### src/rtl/line_pack_pkg.sv
// Shared defaults, derived-width helpers and output record for the line packing blocks.
package line_pack_pkg;

    localparam int DEF_RAW_WIDTH  = 64;
    localparam int DEF_LINE_WIDTH = 128;
    localparam int DEF_CDATA_W    = 68;

    // Number of raw beats that make up one cache line.
    function automatic int calc_beats(input int line_width, input int raw_width);
        return line_width / raw_width;
    endfunction

    // Width that holds the largest possible sum of compressed lengths in one line.
    function automatic int calc_len_w(input int beats, input int cdata_w);
        return $clog2(beats * cdata_w + 1);
    endfunction

    // Beat counter width; a single-beat line still gets a one-bit counter.
    function automatic int calc_cnt_w(input int beats);
        return (beats > 1) ? $clog2(beats) : 1;
    endfunction

    localparam int DEF_BEATS = calc_beats(DEF_LINE_WIDTH, DEF_RAW_WIDTH);
    localparam int DEF_LEN_W = calc_len_w(DEF_BEATS, DEF_CDATA_W);

    // Line collection states: COLLECT while earlier beats arrive, CLOSE on the last beat.
    localparam logic ST_COLLECT = 1'b0;
    localparam logic ST_CLOSE   = 1'b1;

    // Output record at the default geometry, for consumers of the standard configuration.
    typedef struct packed {
        logic [DEF_LINE_WIDTH-1:0] line;
        logic                      comp;
        logic [DEF_LEN_W-1:0]      len;
    } out_line_t;

endpackage

### src/rtl/bit_appender.sv
// Combinational LSB-first bit packer: masks a chunk to its length and ORs it in at the current fill point.
module bit_appender #(
    parameter int ACC_W   = 196,
    parameter int LEN_W   = 8,
    parameter int CDATA_W = 68,
    parameter int CLEN_W  = 7
) (
    input  logic [ACC_W-1:0]   i_acc,
    input  logic [LEN_W-1:0]   i_total,
    input  logic [CDATA_W-1:0] i_cdata,
    input  logic [CLEN_W-1:0]  i_clen,
    output logic [ACC_W-1:0]   o_acc,
    output logic [LEN_W-1:0]   o_total
);

    logic [CDATA_W-1:0] masked;
    logic [ACC_W-1:0]   widened;

    // Drop every chunk bit at or above the declared length so stray upper bits never leak in.
    always_comb begin
        masked = '0;
        for (int i = 0; i < CDATA_W; i++) begin
            masked[i] = i_cdata[i] & (i < int'(i_clen));
        end
    end

    assign widened = ACC_W'(masked);
    assign o_acc   = i_acc | (widened << i_total);
    assign o_total = i_total + LEN_W'(i_clen);

endmodule

### src/rtl/line_pack_arbiter.sv
// Packs per-beat compressed chunks into one cache line and emits either the packed
// line or, when the chunks do not fit, the raw backup line through a registered slot.
module line_pack_arbiter
    import line_pack_pkg::*;
#(
    parameter int  RAW_WIDTH  = DEF_RAW_WIDTH,
    parameter int  LINE_WIDTH = DEF_LINE_WIDTH,
    parameter int  CDATA_W    = DEF_CDATA_W,
    localparam int BEATS      = calc_beats(LINE_WIDTH, RAW_WIDTH),
    localparam int LEN_W      = calc_len_w(BEATS, CDATA_W),
    localparam int CLEN_W     = $clog2(CDATA_W + 1)
) (
    input  logic                  i_clk,
    input  logic                  i_reset,
    input  logic                  i_valid,
    output logic                  o_ready,
    input  logic [CDATA_W-1:0]    i_cdata,
    input  logic [CLEN_W-1:0]     i_clen,
    input  logic [RAW_WIDTH-1:0]  i_raw,
    input  logic                  i_flush,
    output logic                  o_valid,
    input  logic                  i_ready,
    output logic [LINE_WIDTH-1:0] o_line,
    output logic                  o_comp,
    output logic [LEN_W-1:0]      o_len
);

    localparam int               ACC_W       = LINE_WIDTH + CDATA_W;
    localparam int               CNT_W       = calc_cnt_w(BEATS);
    localparam logic [CNT_W-1:0] LAST_BEAT   = CNT_W'(BEATS - 1);
    localparam logic [LEN_W-1:0] LINE_LEN    = LEN_W'(LINE_WIDTH);
    localparam logic             RESET_STATE = (BEATS == 1) ? ST_CLOSE : ST_COLLECT;

    typedef struct packed {
        logic [LINE_WIDTH-1:0] line;
        logic                  comp;
        logic [LEN_W-1:0]      len;
    } slot_t;

    logic [CNT_W-1:0]      beat_cnt_q, beat_cnt_d;
    logic                  state_q, state_d;
    logic [LEN_W-1:0]      total_q, total_d;
    logic                  overflow_q, overflow_d;
    logic [ACC_W-1:0]      acc_q, acc_d;
    logic [LINE_WIDTH-1:0] raw_buf_q, raw_buf_d;
    slot_t                 slot_q, slot_d;
    logic                  out_valid_q, out_valid_d;

    logic [ACC_W-1:0]      app_acc;
    logic [LEN_W-1:0]      app_total;
    logic [ACC_W-1:0]      line_acc;
    logic [LEN_W-1:0]      line_total;
    logic                  line_over;
    logic                  load_line;
    logic                  accept;

    bit_appender #(
        .ACC_W   (ACC_W),
        .LEN_W   (LEN_W),
        .CDATA_W (CDATA_W),
        .CLEN_W  (CLEN_W)
    ) u_appender (
        .i_acc   (acc_q),
        .i_total (total_q),
        .i_cdata (i_cdata),
        .i_clen  (i_clen),
        .o_acc   (app_acc),
        .o_total (app_total)
    );

    // Only the closing beat can stall, and only while a full slot is not being drained.
    assign o_ready = !i_flush && (state_q != ST_CLOSE || !out_valid_q || i_ready);
    assign accept  = i_valid && o_ready;

    // Per-line collection: append chunks until overflow, capture raw words, close on the last beat.
    always_comb begin
        beat_cnt_d = beat_cnt_q;
        state_d    = state_q;
        total_d    = total_q;
        overflow_d = overflow_q;
        acc_d      = acc_q;
        raw_buf_d  = raw_buf_q;
        line_acc   = acc_q;
        line_total = total_q;
        line_over  = overflow_q;
        load_line  = 1'b0;
        if (i_flush) begin
            beat_cnt_d = '0;
            state_d    = RESET_STATE;
            total_d    = '0;
            overflow_d = 1'b0;
            acc_d      = '0;
            raw_buf_d  = '0;
        end else if (accept) begin
            raw_buf_d[int'(beat_cnt_q) * RAW_WIDTH +: RAW_WIDTH] = i_raw;
            if (!overflow_q) begin
                line_acc   = app_acc;
                line_total = app_total;
                line_over  = (app_total > LINE_LEN);
            end
            if (state_q == ST_CLOSE) begin
                load_line  = 1'b1;
                beat_cnt_d = '0;
                state_d    = RESET_STATE;
                total_d    = '0;
                overflow_d = 1'b0;
                acc_d      = '0;
            end else begin
                beat_cnt_d = beat_cnt_q + 1'b1;
                state_d    = (beat_cnt_d == LAST_BEAT) ? ST_CLOSE : ST_COLLECT;
                total_d    = line_total;
                overflow_d = line_over;
                acc_d      = line_acc;
            end
        end
    end

    // Output slot: load a finished line (possibly while the old one drains), otherwise hold or empty.
    always_comb begin
        slot_d      = slot_q;
        out_valid_d = out_valid_q;
        if (load_line) begin
            out_valid_d = 1'b1;
            if (line_over) begin
                slot_d.line = raw_buf_d;
                slot_d.comp = 1'b0;
                slot_d.len  = LINE_LEN;
            end else begin
                slot_d.line = line_acc[LINE_WIDTH-1:0];
                slot_d.comp = 1'b1;
                slot_d.len  = line_total;
            end
        end else if (out_valid_q && i_ready) begin
            out_valid_d = 1'b0;
        end
    end

    // Line collection registers; a reset mid-line discards the partial line.
    always_ff @(posedge i_clk or posedge i_reset) begin
        if (i_reset) begin
            beat_cnt_q <= '0;
            state_q    <= RESET_STATE;
            total_q    <= '0;
            overflow_q <= 1'b0;
            acc_q      <= '0;
            raw_buf_q  <= '0;
        end else begin
            beat_cnt_q <= beat_cnt_d;
            state_q    <= state_d;
            total_q    <= total_d;
            overflow_q <= overflow_d;
            acc_q      <= acc_d;
            raw_buf_q  <= raw_buf_d;
        end
    end

    // Output slot registers.
    always_ff @(posedge i_clk or posedge i_reset) begin
        if (i_reset) begin
            slot_q      <= '0;
            out_valid_q <= 1'b0;
        end else begin
            slot_q      <= slot_d;
            out_valid_q <= out_valid_d;
        end
    end

    assign o_valid = out_valid_q;
    assign o_line  = slot_q.line;
    assign o_comp  = slot_q.comp;
    assign o_len   = slot_q.len;

endmodule

### config.mk
export PLATFORM = sky130hd
export DESIGN_NAME = line_pack_arbiter
export DESIGN_NICKNAME = d
export VERILOG_FILES = /design/src/rtl/line_pack_pkg.sv /design/src/rtl/bit_appender.sv /design/src/rtl/line_pack_arbiter.sv
export SDC_FILE = /design/constraint.sdc
export NUM_CORES = 1
export LEC_CHECK = 0
export BUFFER_PORTS_ARGS = -buffer_cell sky130_fd_sc_hd__buf_2
export CAP_MARGIN = 20
export CELL_PAD_IN_SITES_DETAIL_PLACEMENT = 1
export CELL_PAD_IN_SITES_GLOBAL_PLACEMENT = 1
export CORE_ASPECT_RATIO = 0.9
export CORE_MARGIN = 3
export CORE_UTILIZATION = 37
export DETAILED_ROUTE_END_ITERATION = 8
export PLACE_DENSITY = 0.8
export SLEW_MARGIN = 20
export SYNTH_ARGS = -nofsm -noshare
export SYNTH_HDL_FRONTEND = slang
export SYNTH_SLANG_ARGS = --single-unit
### constraint.sdc
create_clock -name i_clk -period 15.82 [get_ports i_clk]
set_input_delay 3.164 -clock i_clk [delete_from_list [all_inputs] [get_ports i_clk]]
set_output_delay 3.164 -clock i_clk [all_outputs]
set_load 0.05 [all_outputs]
* After elaboration in Yosys (flattened, before gate mapping)
Index checks and enable logic that the tools add are counted.
Widths: inputs -> output; s select.
** Word-level totals
- Bits in registers :: 473
- Bits of input ports :: 144
** Cells by class
- Add/subtract/negate cells :: 3
- $lt $le $gt $ge :: 69
- Shift-type cells :: 3
- Mux-type cells :: 34
- Bitwise operators :: 70
- Reduce and logical (&&, ||, !) cells :: 9
** Operators with widths (number)
- $mux 196 :: 4
- $mux 128 :: 4
- $lt 6x7->1 const A :: 32
- $or 196x196->196 :: 1
- $shl 68x8->196 :: 1
- $mux 137 :: 1
- $bwmux 128 :: 1
- $shift 64x33->128 const A :: 1
- $shiftx 64x33->128 :: 1
- $lt 5x7->1 const A :: 16
- $and 1x1->1 :: 68
- $lt 4x7->1 const A :: 8
- $mux 8 :: 6
- $neg 7->33 :: 1
- $lt 3x7->1 const A :: 4
- $lt 7x7->1 const A :: 4
- $mux 1 :: 18
- $lt 1x7->1 const A :: 2
- $lt 2x7->1 const A :: 2
- $add 8x7->8 :: 1
- $gt 8x8->1 const B :: 1
- $reduce_bool 2->1 :: 2
- $logic_and 1x1->1 :: 3
- $logic_not 1->1 :: 2
- other kinds (3) :: 4

* Longest topological paths before layout
- Depth in word-level cells :: 8
- Gate-level depth with buffers :: 13
- Depth with buffers taken out :: 11

* Hierarchy
Synthesis repeated with hierarchy kept, for this count alone.
** Second synthesis, totals
- Cells, all modules :: 3162
- Area, all modules :: 29236.8 µm²
** By module, submodules not included
- line_pack_arbiter :: times used 1, cells each 1675, area an instance 18963.2 µm², seq. area each 10510.1 µm²
- bit_appender :: times used 1, cells each 1487, area an instance 10273.6 µm², seq. area each 0.0 µm²

* Worst setup path after synthesis
Ideal clock, no wire load.
- Kind :: input -> output
- From :: input port i_flush
- To :: output port o_ready
- Data arrival time :: 4.425 ns
- Data required time :: 12.656 ns
- Path slack :: 8.231 ns
- Stages :: 5
- Buffers on the path :: 3
- Cells stage by stage :: clkbuf_1 > inv_1 > clkbuf_1 > buf_1 > and2_1
** Between the ends
- Longest elaborated chain between the ends :: 2
** Ends and longest elaborated chain
- start: declaration :: RTL line line_pack_arbiter.sv:20 : input logic i_flush,
- $logic_not 1->1 :: RTL line line_pack_arbiter.sv:72 : assign o_ready = !i_flush && (state_q != ST_CLOSE || !out_valid_q || i_ready);
- $logic_and 1x1->1 :: RTL line line_pack_arbiter.sv:72
- end: declaration :: RTL line line_pack_arbiter.sv:16 : output logic o_ready,
Every way passes these cells.

* Worst setup path after layout
- From :: input port i_flush
- To :: register slot_q, in the netlist o_line[21]
** Between the ends
- Longest elaborated chain between the ends :: 6
- Elaborated cells between the ends (all ways) :: 12
- Those cells by class :: mux (9); reduce/logical (3)
** Ends and longest elaborated chain
- $logic_not 1->1 :: RTL line line_pack_arbiter.sv:72
- $logic_and 1x1->1 :: RTL line line_pack_arbiter.sv:72
- $logic_and 1x1->1 :: RTL line line_pack_arbiter.sv:73 : assign accept = i_valid && o_ready;
- $mux 128 / $mux 1 (equally long branches) :: RTL line line_pack_arbiter.sv:94 : end else if (accept) begin
- $mux 128 / $mux 1 (equally long branches) :: RTL line line_pack_arbiter.sv:87 : if (i_flush) begin
- $mux 137 :: RTL line line_pack_arbiter.sv:124 : if (line_over) begin
- end signal: assignment :: RTL line line_pack_arbiter.sv:163 : slot_q <= slot_d;
- end: declaration :: RTL line line_pack_arbiter.sv:46 : slot_t slot_q, slot_d;
Parallel ways exist; a longest one is shown, timed or not.
A chain may end at the register's enable or synchronous reset.

==> out/summary.txt <==
Max_cap viols: 0
Gr ovfl total: 0
Period utilization: 50.29%
Clk_lat worst skew: 0.55 ns
Data arrival, critical path: 8.44 ns
Share of cells above drive strength 1: 17.30%
Antenna-violating nets left: 0
Drt drc: 0
Total GRT Usage: 36.47%
First-pass GRT wire length: 178.1 mm
Final Max Slew Viols: 0
Post-synthesis sequential area ratio: 37.28%
Pwr/cell area: 156.5 nW/um^2
Worst-path clk slew: 0.07 ns
Post-CTS Setup Bufs: 0
Post-synth EDFFs: 0
Area Growth Syn to Fin: 13.89%
Hold buffers post-CTS: 0
Fin crit period: 7.956 ns
H-tree depth: 2
Initial Util: 37.78%
Die ar.: 64700 sq um
Critical setup path kind: input pin to flip-flop
Largest net degree at the start of global routing: 140
Core area: 60410 sq um
Worst EP required: 16.30 ns
Vias: 25942
Post_cts resized: 0
CTS root buf: clkbuf_16
Tightest Hold Check Type: flip-flop to flip-flop
Dpl ws: 7.752 ns
Total Nets Final: 3094
Worst Setup End Kind: flip-flop
Ys async rst share: 100.0%
CP Max Fanout: 32
Dpl hpwl: 88.71 mm
Mapped Cells: 2795
Wirelength per Cell: 32.40 microns
Chip Height: 241.6 microns
Gpl congestion: 1.038
Synthesized flop and latch total: 340
Final setup viols: 0
Avg Cell Area, Syn: 8.165 sq um
Startpoint Class: input pin
RSZ-0062 raised after global routing: false
Most common cell after layout, fill and taps aside: nand2_1
Routed vias/inst: 6.918
Most frequent cells in the layout: nand2_1 (353), dfrtp_1 (337), a21oi_1 (316)
# port buffers: 282
Chip width: 267.8 microns
Top FF cell, synth: dfrtp_1
Tightest Pin Transition: 1.312 ns
Syn_nets: 2947
Clk buf depth: 3
Unique cell type count in the Yosys netlist: 100
Initial DRC count: 3132
Worst VDD drop: 86.19 uV
Number of iterations in the first detailed-routing pass: 7
Ports: 283
Worst setup margin: 7.864 ns
Design area: 25990 sq um
Vias in the first global route: 25965
Post-Syn Area: 22820 sq um
Clock sink total: 340
Initial antenna violation count: 3
Outcome: finished clean
Post-place instance area: 24810 sq um
Worst Skew: 0.03320 ns
Num CTS Buffers: 36
Synth warnings: 0
TritonCTS clock tree: built
FMAX: 0.1257 GHz
Final hold violations: 0
Slew headroom: 12.52%
Rows: 85
Setup TNS Final: 0 ns
Static leakage: 0.01125 uW
Routed WL: 121.5 mm
## state kept, by name (all words and copies together), names as in the netlist, 8 cells and up
signal     count
o_line       128
o_len          8
total_q        8
acc_q        128
raw_buf_q     64
## logic make-up (layout without fill, tap and decap cells)
| logic type | Yosys count | in the layout | synth area share [%] |
|---|---|---|---|
| AO/OA/AOI/OAI | 1124 | 1124 | 32.85 |
| XOR/XNOR | 6 | 6 | 0.2303 |
| adder cells (fa/ha/maj) | 8 | 8 | 0.4715 |
| buffers and inverters | 271 | 442 | 4.847 |
| flip-flops | 340 | 340 | 37.28 |
| multiplexers | 103 | 103 | 5.768 |
| other | 0 | 1 | 0 |
| AND/OR/NAND/NOR | 943 | 943 | 18.55 |
## cell usage after synthesis, drive strengths merged, types with 11 or more instances
library cell,number,area (sq um)
o31a,11,96.34
buf,67,340.3
dfrtp,340,8508
nand3,41,205.2
or2,21,131.4
a221o,20,200.2
a211oi,50,387.9
mux2,25,285.3
a211o,17,148.9
nand2b,13,81.33
a31oi,33,206.5
o21a,43,322.8
a221oi,28,251.5
o31ai,21,157.7
a32oi,17,148.9
nor2,297,1120
o22ai,32,200.2
and3,25,156.4
mux4,20,450.4
a21oi,317,1590
nand2,355,1333
nor3,87,455.4
and2,28,175.2
a2111oi,22,198.9
o211ai,42,315.3
o211a,14,140.1
or3,18,112.6
o21ai,228,1141
o221ai,18,157.7
o32ai,12,112.6
clkbuf,171,641.9
a21o,37,277.8
mux2i,58,580.6
nand4,12,75.07
inv,28,105.1
a22o,29,254.0
a22oi,32,240.2
## final timing paths
check / cells past startpoint / endpoint / from / slack, ns
max: 10 / o_line[21] / i_flush / 7.86
min: 2 / o_len[7] / o_len[7] / 0.46
max reg2reg: 8 / o_line[21] / beat_cnt_q / 10.40
min reg2reg: 2 / o_len[7] / o_len[7] / 0.46
max in group asynchronous: 3 / acc_q[86] / i_reset / 11.53
min in group asynchronous: 2 / o_line[68] / i_reset / 2.78
## worst max-delay path, cell delays in order
cell,delay [ns]
buf_2,0.13
inv_1,0.07
buf_4,0.42
nand3_1,0.89
nor2_1,0.86
nand2_1,0.82
nor2_2,1.21
a21oi_1,0.40
o21ai_0,0.28
o21a_1,0.15
## cell type report
| cell class | instances | area (sq um) |
|---|---|---|
| Antenna cell | 1 | 2.502 |
| Clock buffer | 52 | 1081 |
| Clock inverter | 10 | 81.33 |
| Fill cell | 7281 | 34420 |
| Inverter | 33 | 131.4 |
| Multi-Input combinational cell | 2184 | 13280 |
| Sequential cell | 340 | 8514 |
| Tap cell | 783 | 979.7 |
| Timing Repair Buffer | 347 | 1919 |
## power breakdown
group / switching [uW] / internal (uW) / total [uW]
registers: 131 / 1040 / 1170
logic: 1540 / 503 / 2040
clock network: 379 / 478 / 857
## stage by stage
step	hold WS, ns	total power (uW)	util [%]	instances
detailed placement	0.4633	3147	41.06	3687
global route	0.4943	4188	43.02	3749
floorplan	0.4427	2396	-	2795
global placement	0.4550	3115	41.06	3687
CTS	0.4762	3998	42.99	3749
finish	0.4643	4066	43.02	3750
## routing by layer
layer,track usage [%],up-vias,wire length (microns)
met5,0,-,13
met4,16.26,2,6730
met3,7.898,377,12430
met2,57.57,1648,55070
met1,47.98,13179,47270
li1,-,10736,-
(Power assumes the default switching activity.)
